<file path="src/rtl/cc_poscomparator_scan_if.sv">
// Request/board-memory/result bundle for the position comparator scanner.
// master = requester plus board memory, slave = scanner.
interface cc_poscomparator_scan_if #(
  parameter int PosCOMPARATOR_DATAWIDTH = 8,
  parameter int ROWIDX_WIDTH            = 3
);
  logic                               CC_POSCOMPARATOR_SCAN_start;
  logic                               CC_POSCOMPARATOR_SCAN_mode;
  logic [PosCOMPARATOR_DATAWIDTH-1:0] CC_POSCOMPARATOR_SCAN_posjug;
  logic [ROWIDX_WIDTH-1:0]            CC_POSCOMPARATOR_SCAN_rowaddr;
  logic [PosCOMPARATOR_DATAWIDTH-1:0] CC_POSCOMPARATOR_SCAN_rowdata;
  logic                               CC_POSCOMPARATOR_SCAN_busy;
  logic                               CC_POSCOMPARATOR_SCAN_done;
  logic                               CC_POSCOMPARATOR_SCAN_hit;
  logic [ROWIDX_WIDTH-1:0]            CC_POSCOMPARATOR_SCAN_firsthit;
  logic [ROWIDX_WIDTH:0]              CC_POSCOMPARATOR_SCAN_hitcount;

  modport master (
    output CC_POSCOMPARATOR_SCAN_start, CC_POSCOMPARATOR_SCAN_mode,
           CC_POSCOMPARATOR_SCAN_posjug, CC_POSCOMPARATOR_SCAN_rowdata,
    input  CC_POSCOMPARATOR_SCAN_rowaddr, CC_POSCOMPARATOR_SCAN_busy,
           CC_POSCOMPARATOR_SCAN_done, CC_POSCOMPARATOR_SCAN_hit,
           CC_POSCOMPARATOR_SCAN_firsthit, CC_POSCOMPARATOR_SCAN_hitcount
  );

  modport slave (
    input  CC_POSCOMPARATOR_SCAN_start, CC_POSCOMPARATOR_SCAN_mode,
           CC_POSCOMPARATOR_SCAN_posjug, CC_POSCOMPARATOR_SCAN_rowdata,
    output CC_POSCOMPARATOR_SCAN_rowaddr, CC_POSCOMPARATOR_SCAN_busy,
           CC_POSCOMPARATOR_SCAN_done, CC_POSCOMPARATOR_SCAN_hit,
           CC_POSCOMPARATOR_SCAN_firsthit, CC_POSCOMPARATOR_SCAN_hitcount
  );
endinterface

</file>
<file path="src/rtl/cc_poscomparator_scan.sv">
// Scans NUM_ROWS board rows from a synchronous-read memory and compares a bit
// field of each row against the captured player position (complement or overlap).
module cc_poscomparator_scan #(
  parameter int PosCOMPARATOR_DATAWIDTH = 8,
  parameter int FIELD_LSB               = 4,
  parameter int FIELD_WIDTH             = 4,
  parameter int NUM_ROWS                = 8,
  parameter int ROWIDX_WIDTH            = 3
) (
  input logic                     CC_POSCOMPARATOR_SCAN_CLOCK_50,
  input logic                     CC_POSCOMPARATOR_SCAN_RESET_InHigh,
  cc_poscomparator_scan_if.slave  scanBus
);

  localparam int DW    = PosCOMPARATOR_DATAWIDTH;
  localparam int FMSB  = FIELD_LSB + FIELD_WIDTH - 1;
  localparam int CNT_W = ROWIDX_WIDTH + 1;
  localparam logic [ROWIDX_WIDTH-1:0] LAST_ROW = ROWIDX_WIDTH'(NUM_ROWS - 1);

  localparam logic [1:0] IDLE  = 2'd0;
  localparam logic [1:0] SCAN  = 2'd1;
  localparam logic [1:0] DRAIN = 2'd2;
  localparam logic [1:0] DONE  = 2'd3;

  generate
    if (FIELD_LSB + FIELD_WIDTH > DW || FIELD_WIDTH < 1 ||
        NUM_ROWS < 1 || NUM_ROWS > (1 << ROWIDX_WIDTH)) begin : gParamCheck
      $error("cc_poscomparator_scan: illegal parameter combination");
    end
  endgenerate

  logic                    clk;
  logic                    rst;
  logic [1:0]              state;
  logic [DW-1:0]           posCap;
  logic                    modeCap;
  logic [ROWIDX_WIDTH-1:0] rowAddr;
  logic [ROWIDX_WIDTH-1:0] rowIdx_p1;
  logic                    vld_p1;
  logic                    accFound;
  logic [ROWIDX_WIDTH-1:0] accFirst;
  logic [CNT_W-1:0]        accCount;
  logic                    busyR;
  logic                    doneR;
  logic                    hitR;
  logic [ROWIDX_WIDTH-1:0] firstR;
  logic [CNT_W-1:0]        countR;

  logic                    rowMatch;
  logic                    nxtFound;
  logic [ROWIDX_WIDTH-1:0] nxtFirst;
  logic [CNT_W-1:0]        nxtCount;

  assign clk = CC_POSCOMPARATOR_SCAN_CLOCK_50;
  assign rst = CC_POSCOMPARATOR_SCAN_RESET_InHigh;

  function automatic logic fieldMatch(input logic [DW-1:0] row,
                                      input logic [DW-1:0] pos,
                                      input logic          overlap);
    logic [FIELD_WIDTH-1:0] fRow;
    logic [FIELD_WIDTH-1:0] fPos;
    fRow = row[FMSB:FIELD_LSB];
    fPos = pos[FMSB:FIELD_LSB];
    if (overlap) return |(fRow & fPos);
    else         return fRow == ~fPos;
  endfunction

  // Compare stage: rowdata now belongs to the address registered last cycle.
  always_comb begin
    rowMatch = vld_p1 && fieldMatch(scanBus.CC_POSCOMPARATOR_SCAN_rowdata, posCap, modeCap);
    nxtFound = accFound;
    nxtFirst = accFirst;
    nxtCount = accCount;
    if (rowMatch) begin
      nxtCount = accCount + CNT_W'(1);
      if (!accFound) begin
        nxtFound = 1'b1;
        nxtFirst = rowIdx_p1;
      end
    end
  end

  always_ff @(posedge clk) begin
    if (rst) begin
      state     <= IDLE;
      posCap    <= '0;
      modeCap   <= 1'b0;
      rowAddr   <= '0;
      rowIdx_p1 <= '0;
      vld_p1    <= 1'b0;
      accFound  <= 1'b0;
      accFirst  <= '0;
      accCount  <= '0;
      busyR     <= 1'b0;
      doneR     <= 1'b0;
      hitR      <= 1'b0;
      firstR    <= '0;
      countR    <= '0;
    end else begin
      rowIdx_p1 <= rowAddr;
      vld_p1    <= (state == SCAN);
      accFound  <= nxtFound;
      accFirst  <= nxtFirst;
      accCount  <= nxtCount;
      case (state)
        IDLE: begin
          rowAddr <= '0;
          if (scanBus.CC_POSCOMPARATOR_SCAN_start) begin
            posCap   <= scanBus.CC_POSCOMPARATOR_SCAN_posjug;
            modeCap  <= scanBus.CC_POSCOMPARATOR_SCAN_mode;
            accFound <= 1'b0;
            accFirst <= '0;
            accCount <= '0;
            busyR    <= 1'b1;
            state    <= SCAN;
          end
        end
        SCAN: begin
          if (rowAddr == LAST_ROW) begin
            rowAddr <= '0;
            state   <= DRAIN;
          end else begin
            rowAddr <= rowAddr + ROWIDX_WIDTH'(1);
          end
        end
        DRAIN: begin
          // The last row's compare lands this cycle, so publish the next-state sums.
          busyR  <= 1'b0;
          doneR  <= 1'b1;
          hitR   <= nxtFound;
          firstR <= nxtFirst;
          countR <= nxtCount;
          state  <= DONE;
        end
        default: begin
          doneR   <= 1'b0;
          rowAddr <= '0;
          state   <= IDLE;
        end
      endcase
    end
  end

  assign scanBus.CC_POSCOMPARATOR_SCAN_rowaddr  = rowAddr;
  assign scanBus.CC_POSCOMPARATOR_SCAN_busy     = busyR;
  assign scanBus.CC_POSCOMPARATOR_SCAN_done     = doneR;
  assign scanBus.CC_POSCOMPARATOR_SCAN_hit      = hitR;
  assign scanBus.CC_POSCOMPARATOR_SCAN_firsthit = firstR;
  assign scanBus.CC_POSCOMPARATOR_SCAN_hitcount = countR;

endmodule

</file>
<file path="src/flat_wrapper.sv">
// flat-port wrapper written by rule: the top's interface ports become plain ports
module cc_poscomparator_scan_flat 
#(
  parameter int PosCOMPARATOR_DATAWIDTH = 8,
  parameter int FIELD_LSB               = 4,
  parameter int FIELD_WIDTH             = 4,
  parameter int NUM_ROWS                = 8,
  parameter int ROWIDX_WIDTH            = 3
)
  (CC_POSCOMPARATOR_SCAN_CLOCK_50, CC_POSCOMPARATOR_SCAN_RESET_InHigh, scanBus_CC_POSCOMPARATOR_SCAN_start, scanBus_CC_POSCOMPARATOR_SCAN_mode, scanBus_CC_POSCOMPARATOR_SCAN_posjug, scanBus_CC_POSCOMPARATOR_SCAN_rowdata, scanBus_CC_POSCOMPARATOR_SCAN_rowaddr, scanBus_CC_POSCOMPARATOR_SCAN_busy, scanBus_CC_POSCOMPARATOR_SCAN_done, scanBus_CC_POSCOMPARATOR_SCAN_hit, scanBus_CC_POSCOMPARATOR_SCAN_firsthit, scanBus_CC_POSCOMPARATOR_SCAN_hitcount);
  cc_poscomparator_scan_if #(.PosCOMPARATOR_DATAWIDTH(PosCOMPARATOR_DATAWIDTH), .ROWIDX_WIDTH(ROWIDX_WIDTH)) scanBus_i ();
  input logic CC_POSCOMPARATOR_SCAN_CLOCK_50;
  input logic CC_POSCOMPARATOR_SCAN_RESET_InHigh;
  input wire logic [$bits(scanBus_i.CC_POSCOMPARATOR_SCAN_start)-1:0] scanBus_CC_POSCOMPARATOR_SCAN_start;
  input wire logic [$bits(scanBus_i.CC_POSCOMPARATOR_SCAN_mode)-1:0] scanBus_CC_POSCOMPARATOR_SCAN_mode;
  input wire logic [$bits(scanBus_i.CC_POSCOMPARATOR_SCAN_posjug)-1:0] scanBus_CC_POSCOMPARATOR_SCAN_posjug;
  input wire logic [$bits(scanBus_i.CC_POSCOMPARATOR_SCAN_rowdata)-1:0] scanBus_CC_POSCOMPARATOR_SCAN_rowdata;
  output wire logic [$bits(scanBus_i.CC_POSCOMPARATOR_SCAN_rowaddr)-1:0] scanBus_CC_POSCOMPARATOR_SCAN_rowaddr;
  output wire logic [$bits(scanBus_i.CC_POSCOMPARATOR_SCAN_busy)-1:0] scanBus_CC_POSCOMPARATOR_SCAN_busy;
  output wire logic [$bits(scanBus_i.CC_POSCOMPARATOR_SCAN_done)-1:0] scanBus_CC_POSCOMPARATOR_SCAN_done;
  output wire logic [$bits(scanBus_i.CC_POSCOMPARATOR_SCAN_hit)-1:0] scanBus_CC_POSCOMPARATOR_SCAN_hit;
  output wire logic [$bits(scanBus_i.CC_POSCOMPARATOR_SCAN_firsthit)-1:0] scanBus_CC_POSCOMPARATOR_SCAN_firsthit;
  output wire logic [$bits(scanBus_i.CC_POSCOMPARATOR_SCAN_hitcount)-1:0] scanBus_CC_POSCOMPARATOR_SCAN_hitcount;
  assign scanBus_i.CC_POSCOMPARATOR_SCAN_start = scanBus_CC_POSCOMPARATOR_SCAN_start;
  assign scanBus_i.CC_POSCOMPARATOR_SCAN_mode = scanBus_CC_POSCOMPARATOR_SCAN_mode;
  assign scanBus_i.CC_POSCOMPARATOR_SCAN_posjug = scanBus_CC_POSCOMPARATOR_SCAN_posjug;
  assign scanBus_i.CC_POSCOMPARATOR_SCAN_rowdata = scanBus_CC_POSCOMPARATOR_SCAN_rowdata;
  assign scanBus_CC_POSCOMPARATOR_SCAN_rowaddr = scanBus_i.CC_POSCOMPARATOR_SCAN_rowaddr;
  assign scanBus_CC_POSCOMPARATOR_SCAN_busy = scanBus_i.CC_POSCOMPARATOR_SCAN_busy;
  assign scanBus_CC_POSCOMPARATOR_SCAN_done = scanBus_i.CC_POSCOMPARATOR_SCAN_done;
  assign scanBus_CC_POSCOMPARATOR_SCAN_hit = scanBus_i.CC_POSCOMPARATOR_SCAN_hit;
  assign scanBus_CC_POSCOMPARATOR_SCAN_firsthit = scanBus_i.CC_POSCOMPARATOR_SCAN_firsthit;
  assign scanBus_CC_POSCOMPARATOR_SCAN_hitcount = scanBus_i.CC_POSCOMPARATOR_SCAN_hitcount;
  cc_poscomparator_scan #(.PosCOMPARATOR_DATAWIDTH(PosCOMPARATOR_DATAWIDTH), .FIELD_LSB(FIELD_LSB), .FIELD_WIDTH(FIELD_WIDTH), .NUM_ROWS(NUM_ROWS), .ROWIDX_WIDTH(ROWIDX_WIDTH)) u_core (.CC_POSCOMPARATOR_SCAN_CLOCK_50(CC_POSCOMPARATOR_SCAN_CLOCK_50), .CC_POSCOMPARATOR_SCAN_RESET_InHigh(CC_POSCOMPARATOR_SCAN_RESET_InHigh), .scanBus(scanBus_i));
endmodule
</file>
<file path="config.mk">
export PLATFORM = sky130hd
export DESIGN_NAME = cc_poscomparator_scan_flat
export DESIGN_NICKNAME = d
export VERILOG_FILES = /design/src/rtl/cc_poscomparator_scan_if.sv /design/src/rtl/cc_poscomparator_scan.sv /design/src/flat_wrapper.sv
export SDC_FILE = /design/constraint.sdc
export NUM_CORES = 1
export LEC_CHECK = 0
export BUFFER_PORTS_ARGS = -buffer_cell sky130_fd_sc_hd__buf_4
export CAP_MARGIN = 40
export CORE_UTILIZATION = 52
export DETAILED_ROUTE_END_ITERATION = 6
export GPL_TIMING_DRIVEN = 1
export HOLD_SLACK_MARGIN = 0.15
export PLACE_DENSITY = 0.77
export SETUP_SLACK_MARGIN = 0.4
export SLEW_MARGIN = 20
export SYNTH_ARGS = -nofsm -noshare
export SYNTH_HDL_FRONTEND = slang
export SYNTH_SLANG_ARGS = --single-unit
</file>
<file path="constraint.sdc">
create_clock -name CC_POSCOMPARATOR_SCAN_CLOCK_50 -period 2.3 [get_ports CC_POSCOMPARATOR_SCAN_CLOCK_50]
set_input_delay 0.345 -clock CC_POSCOMPARATOR_SCAN_CLOCK_50 [delete_from_list [all_inputs] [get_ports CC_POSCOMPARATOR_SCAN_CLOCK_50]]
set_output_delay 0.345 -clock CC_POSCOMPARATOR_SCAN_CLOCK_50 [all_outputs]
set_load 0.01 [all_outputs]
</file>
==> out/qor.csv, run 1 <==
stage,metric,value,unit
synth,yosys-top-cells-area,"dfxtp_1 44%, ha_1 9.4%, a21oi_1 5.8%, nand2_1 4.3%, nor2_1 3.8%",
grt,grt_remaining_overflow,0,
floorplan,chipHeight,55.17,um
worst_setup_path,cp_slowest_cell,or3_1,
finish,syn_to_final_growth,17.53,%
finish,utilization,67.30,%
pwr,power_frac_comb,32.9,%
route,drtPass1Iterations,4,
timing,fin_ws,0.5314,ns
placed_design,io_buffer_count,24,
floorplan,ios,33,
clock_network,cts_resized,0,
synth,synth_seq_cells,32,
grt,grt_pass1_wl,4733,um
route,drc,0,
pwr,power_frac_clock,25.3,%
flow_run,drv_cap,0,
timing,whs,0.2709,ns
grt,track_usage,22.80,%
pwr,intPower,1.097,mW
synth,synth_top_area_share,43.57,%
timing,worst_clock_skew,0.007994,ns
pwr,power.switching,0.5592,mW
worst_setup_path,required,2.54,ns
worst_setup_path,arrival,2.01,ns
worst_setup_path,path_depth,5,
synth,synth_ff_type,dfxtp_1,
pwr,ir_drop,956.9,uV
clock_network,tritoncts,built,
status,status,"finished, final reports clean",
floorplan,start_util,57.26,%
worst_setup_path,start_kind,flop,
worst_setup_path,cp_max_fo,13,
clock_network,numCtsBuffers,5,
placed_design,place_ws,0.4120,ns
timing,fin_crit,1.769,ns
clock_network,clk_path_buf_depth,2,
grt,grt_antenna_before_repair,0,
finish,regArea,640.6,um2
floorplan,die-width,55.17,um
route,vias_per_cell,5.619,
grt,grt_pass1_vias,1117,
clock_network,hold_buffers,0,
finish,multi_input_area,770.7,um2
finish,drive_above_1_share,19.46,%
placed_design,dpl.hpwl,2108,um
hold_path,min_path_type,in2reg,
floorplan,rows,18,
synth,syn_nets,192,
worst_setup_path,path_cells,ha_1 -> nand4b_4 -> o22a_4 -> or3_1 -> a311oi_1,
floorplan,core,2567,um2
pwr,powerDensity,958.7,nW/um2
timing,finalHoldViolCount,0,
pwr,p_seq_share,41.8,%
clock_network,cts_root_buffer,clkbuf_4,
pwr,total_power,1.657,mW
timing,timing.final.crit_share,76.90,%
clock_network,cts.sinks,32,
clock_network,clock_latency,0.33,ns
finish,fill_cells,208,
pwr,p_leak,0.7253,nW
worst_setup_path,cpPeakStageDelay,0.35,ns
route,drt_wl_total,2939,um
route,vias,1208,
worst_setup_path,worstSetupPathType,reg2reg,
timing,slew_headroom,62.99,%
route,detail-route-antenna-nets,0,
worst_setup_path,r2r_cells,5,
finish,fin_nets,215,
worst_setup_path,cp-end-kind,flop,
grt,grt_max_degree,29,
timing,rsz0062_at_grt,false,
synth,synthArstFlopShare,0,%
synth,yosysWarningCount,0,
synth,synth-edff-count,0,
worst_setup_path,cp_num_buf_inv,0,
timing,max_freq,565.4,MHz
floorplan,die_area,3044,um2
clock_network,post_cts_buffers,0,
pwr,switching_share,33.76,%
timing,setup_violations,0,
synth,syn_area_per_cell,9.131,um2
timing,final_max_slew_viol_count,0,
synth,yosysUniqueCellTypes,31,
route,routedWlPerCell,13.67,um
route,drt_iter0_markers,20,
timing,fin_tns_setup,0,ns
finish,num_antenna_cells,0,
placed_design,globalplace.congestion,0.7453,
synth,seq_area_frac_synth,43.57,%
synth,synth_area,1470,um2
clock_network,clk_pin_slew,0.10,ns
timing,worstMarginPinSlew,0.5552,ns
clock_network,h-tree-depth,2,
synth,syn_inst,161,
hold_path,worstHoldPathCells,3,
worst_setup_path,cp_top_family,compound AO/OA/AOI/OAI gates,
synth,yosys.area.top_type,dfxtp_1,
worst register-to-register path, stage by stage, from the launching register on:
cell	delay [ns]
dfxtp_1	0.33
ha_1	0.32
nand4b_4	0.12
o22a_4	0.30
or3_1	0.35
a311oi_1	0.27
power by group through the flow:
stage | Combinational (mW) | Clock (mW) | Sequential, mW
2_1_floorplan | 0.373 | 0 | 0.712
3_3_place_gp | 0.518 | 0 | 0.701
3_5_place_dp | 0.540 | 0 | 0.706
4_1_cts | 0.546 | 0.422 | 0.693
5_1_grt | 0.603 | 0.448 | 0.705
6_report | 0.544 | 0.419 | 0.693
flip-flops by register name, indices dropped and copies added, names as in the netlist:
signal,flops
u_core.accFound,1
u_core.scanBus.CC_POSCOMPARATOR_SCAN_done,1
u_core.modeCap,1
u_core.accCount,4
u_core.rowIdx_p1,3
u_core.accFirst,3
u_core.vld_p1,1
u_core.scanBus.CC_POSCOMPARATOR_SCAN_hit,1
u_core.posCap,4
u_core.scanBus.CC_POSCOMPARATOR_SCAN_rowaddr,3
u_core.scanBus.CC_POSCOMPARATOR_SCAN_firsthit,3
u_core.scanBus.CC_POSCOMPARATOR_SCAN_hitcount,4
u_core.state,2
u_core.scanBus.CC_POSCOMPARATOR_SCAN_busy,1
Yosys cell counts (all sizes together) (4+ instances only):
cell / instances
o21ai: 8
dfxtp: 32
nor2: 15
nor2b: 8
nand2: 17
a211oi: 5
mux2i: 4
buf: 4
inv: 4
nand3: 6
a21oi: 17
ha: 11
clkbuf: 5
worst paths after layout:
kind,start,endpoint,slack [ns]
setup / recovery,u_core.posCap[4],flop,0.53
hold / removal,scanBus_CC_POSCOMPARATOR_SCAN_posjug[7],u_core.posCap[7],0.27
setup reg to reg,u_core.posCap[4],flop,0.53
hold reg to reg,u_core.rowIdx_p1[2],u_core.accFirst[2],0.46
cells by family (layout without fill, tap and decap cells):
family	Yosys count	after routing	synth area share (%)
fa+ha+maj	11	11	9.362
flops	32	32	43.57
xor+xnor	1	1	0.5959
compound gates	39	39	16.60
simple gates	61	61	23.15
mux	4	4	2.724
buf+inv	13	37	4.000
per-stage QoR:
step | area, um2 | cells
final | 1728 | 215
after global routing | 1728 | 215
after CTS | 1728 | 215
after detailed placement | 1652 | 207
after global placement | 1652 | 207
after floorplan | 1470 | 161
placed cells by master, fill, tap and decap left out:
master	count
clkbuf_4	5
buf_4	25
o211ai_1	3
clkinv_2	1
bufinv_16	1
a21oi_1	17
a311oi_1	1
nand2b_1	2
nor2_1	15
o22ai_1	1
nand3b_1	1
inv_1	4
or3_1	2
dfxtp_1	32
nand4b_4	1
nor2b_1	8
nand2_1	17
nor4_4	1
nor3b_1	2
clkbuf_1	1
nor4b_1	3
mux2i_1	4
ha_1	11
nor3_1	1
or3_2	1
o22a_4	1
and3b_1	1
o21ai_0	8
xnor2_1	1
a211oi_1	5
nand3_1	6
a2111oi_0	3
final cells by class:
class,count,share of cell area (%)
Tap cell,30,2.172
Sequential cell,32,37.07
Timing Repair Buffer,25,10.86
Clock buffer,6,2.390
Multi-Input combinational cell,116,44.61
Inverter,4,0.8689
Clock inverter,2,2.028
per-layer routing:
metal	wire [um]	track usage [%]	up-vias
met5	0	0	-
met4	60	11.25	0
met3	92	4.918	9
met2	1430	40.16	29
met1	1356	25.75	557
li1	-	-	613
(Power assumes the default switching activity.)
==> inputs of run 2 (changes only) <==
Settings changed: ABC_AREA set to 1.
Clock period 2.3 ns to 1.65 ns, I/O delays scaled along.
==> run 2 against run 1 <==
  * Clock-buffer cell count is the same
  * First-iteration DRC count shrank 5.0%
  * Sequential share of layout area shrank 4.9 points
  * Critical path type unchanged
==> out/qor.csv, run 2 <==
stage,metric,value,unit
synth,synth.most_common_cell,nand2_1,
synth,synth_compound_area_share,9.889,%
worst_setup_path,path_cells,ha_4 -> nand2_4 -> o21ai_4 -> nand3_4 -> nand2_1 -> nand3_1 -> nand2_1 -> inv_1,
grt,grt_pass1_wl,4871,um
worst_setup_path,crit_top_cell,nand2_1,
synth,synth.mux.area_fraction,0,%
worst_setup_path,required,1.90,ns
grt,grt_pass1_vias,1195,
route,vias_per_cell,5.371,
placed_design,place_ws,0.1880,ns
hold_path,min_path_type,in2reg,
synth,yosysWarningCount,0,
floorplan,ios,33,
timing,slew_headroom,57.28,%
timing,timing.final.crit_share,86.62,%
timing,worst_clock_skew,0.009937,ns
synth,synth_top_area_share,43.65,%
floorplan,rows,18,
clock_network,numCtsBuffers,5,
route,drtPass1Iterations,4,
synth,yosysUniqueCellTypes,22,
finish,fill_cells,182,
grt,grt_use_met1,25.08,%
timing,finalHoldViolCount,0,
route,drc,0,
flow_run,drv_cap,0,
synth,seq_area_frac_synth,43.65,%
placed_design,place_area,1660,um2
timing,max_freq,699.6,MHz
pwr,p_leak,0.9020,nW
clock_network,clk_path_buf_depth,2,
grt,track_usage,22.86,%
placed_design,dp_cells,245,
worst_setup_path,regToRegSetupSlack,0.22,ns
synth,synth_top_family_by_area,simple AND/OR/NAND/NOR gates,
route,vias,1375,
placed_design,dpl.hpwl,2242,um
grt,grt_remaining_overflow,0,
worst_setup_path,arrival,1.68,ns
floorplan,core,2567,um2
floorplan,start_util,57.16,%
grt,top_usage_layer,met2,
route,routedWlPerCell,14.43,um
timing,rsz0062_at_grt,true,
clock_network,tritoncts,built,
placed_design,globalplace.congestion,0.7401,
pwr,powerDensity,1437,nW/um2
finish,syn_to_final_growth,39.05,%
worst_setup_path,cp_slowest_cell,dfxtp_2,
clock_network,h-tree-depth,2,
route,detail-route-antenna-nets,0,
finish,fin_nets,256,
floorplan,die-width,55.13,um
synth,synthArstFlopShare,0,%
timing,worstMarginPinSlew,0.6399,ns
synth,synth_adder_area_share,9.378,%
grt,grt_max_degree,21,
worst_setup_path,cp_top_family,simple AND/OR/NAND/NOR gates,
finish,final_common_cell,nor2_1,
finish,drive_above_1_share,41.15,%
timing,whs,0.1421,ns
synth,yosys-top-cells-count,"38 x nand2_1, 36 x nor2_1, 32 x dfxtp_1",
synth,synth_ff_type,dfxtp_1,
finish,mostFrequentLayoutCells,"32 x nor2_1, 27 x nand2_1, 27 x buf_4",
synth,synth_area,1468,um2
synth,syn_nets,226,
worst_setup_path,cp-end-kind,flop,
synth,synth_seq_cells,32,
worst_setup_path,start_kind,flop,
synth,synthXorXnorAreaFrac,0.5968,%
synth,yosys.area.top_type,dfxtp_1,
placed_design,io_buffer_count,24,
clock_network,clk_pin_slew,0.11,ns
clock_network,cts_root_buffer,clkbuf_4,
grt,grt_antenna_before_repair,0,
floorplan,die_area,3039,um2
worst_setup_path,worstSetupPathType,reg2reg,
status,status,"finished, final reports clean",
clock_network,clock_latency,0.34,ns
route,drt_iter0_markers,19,
synth,synth-edff-count,0,
grt,use_met3,6.284,%
pwr,ir_drop,1203,uV
timing,fin_ws,0.2207,ns
clock_network,cts.sinks,32,
grt,grt_use_met2,41.77,%
synth,syn_area_per_cell,7.526,um2
route,drt_wl_total,3695,um
timing,fin_tns_setup,0,ns
finish,design_area,2041,um2
floorplan,chipHeight,55.13,um
finish,num_antenna_cells,0,
synth,yosys-top-cells-area,"dfxtp_1 44%, nand2_1 9.7%, ha_1 9.4%, nor2_1 9.2%, inv_1 6.4%",
synth,syn_inst,195,
worst_setup_path,cpPeakStageDelay,0.35,ns
worst_setup_path,cp_num_buf_inv,1,
worst_setup_path,cp_max_fo,7,
timing,final_max_slew_viol_count,0,
finish,layout.cells.non_filler,256,
timing,setup_violations,0,
synth,synth_simple_gate_area_share,27.88,%
timing,fin_crit,1.429,ns
clock_network,hold_buffers,0,
[run 2: cell count changes after synthesis, sizes merged, moves of 4 or more]
cell	previous run	this run
a21oi	17	11
inv	4	25
mux2i	4	0
nand2	17	40
nand3	6	18
nor2	15	36
nor2b	8	0
[run 2: routing by layer]
metal  share of wire (%)  vias up
li1                    -      691
met1                  41      645
met2                  54       34
met3                 3.6        5
met4                0.68        0
met5                   0        -
[run 2: final timing paths]
| path | startpoint | endpoint | cells past startpoint |
|---|---|---|---|
| setup / recovery | u_core.posCap[6] | flop | 8 |
| hold / removal | scanBus_CC_POSCOMPARATOR_SCAN_posjug[4] | u_core.posCap[4] | 3 |
| setup reg to reg | u_core.posCap[6] | flop | 8 |
| hold reg to reg | u_core.scanBus.CC_POSCOMPARATOR_SCAN_rowaddr[1] | u_core.rowIdx_p1[1] | 2 |
[run 2: worst min-delay path: cells and delay by family]
kind	cells	cell delay, ns
buffers and inverters	1	0.07
and+or+nand+nor	1	0.07
AOI/OAI and AO/OA	1	0.05
[run 2: logic make-up after synthesis]
family	after synthesis
buf+inv	30
xor+xnor	1
compound gates	24
flops	32
simple gates	97
fa+ha+maj	11
[run 2: report_power, final]
group	total, mW	switching [mW]	leakage (nW)	internal, mW
sequential	1.11	0.154	0.265	0.952
combinational	1.35	0.748	0.599	0.600
clock	0.479	0.276	0.0380	0.203
total	2.93	1.18	0.902	1.75
[run 2: final cells by class]
cell class | instances | area, um2 | area share, %
Multi-Input combinational cell | 133 | 967.2 | 47.39
Sequential cell | 32 | 655.6 | 32.13
Timing Repair Buffer | 28 | 222.7 | 10.91
Inverter | 25 | 96.34 | 4.721
Clock buffer | 6 | 51.30 | 2.514
Tap cell | 30 | 37.54 | 1.839
Clock inverter | 2 | 10.01 | 0.4905
[run 2: repair_timing]
action                                  4_1_cts  5_1_grt
setup buffers                                 2        1
resized for setup                            30       44
endpoints found under the setup margin       24       24
gates cloned                                  0        0
pin swaps                                    20       14
[run 2: metrics by stage]
stage | total power [mW] | util (%)
finish | 2.933 | 79.48
global route | 3.117 | 79.48
CTS | 2.613 | 71.98
detailed placement | 2.016 | 64.67
global placement | 1.951 | 64.67
floorplan | 1.714 | -
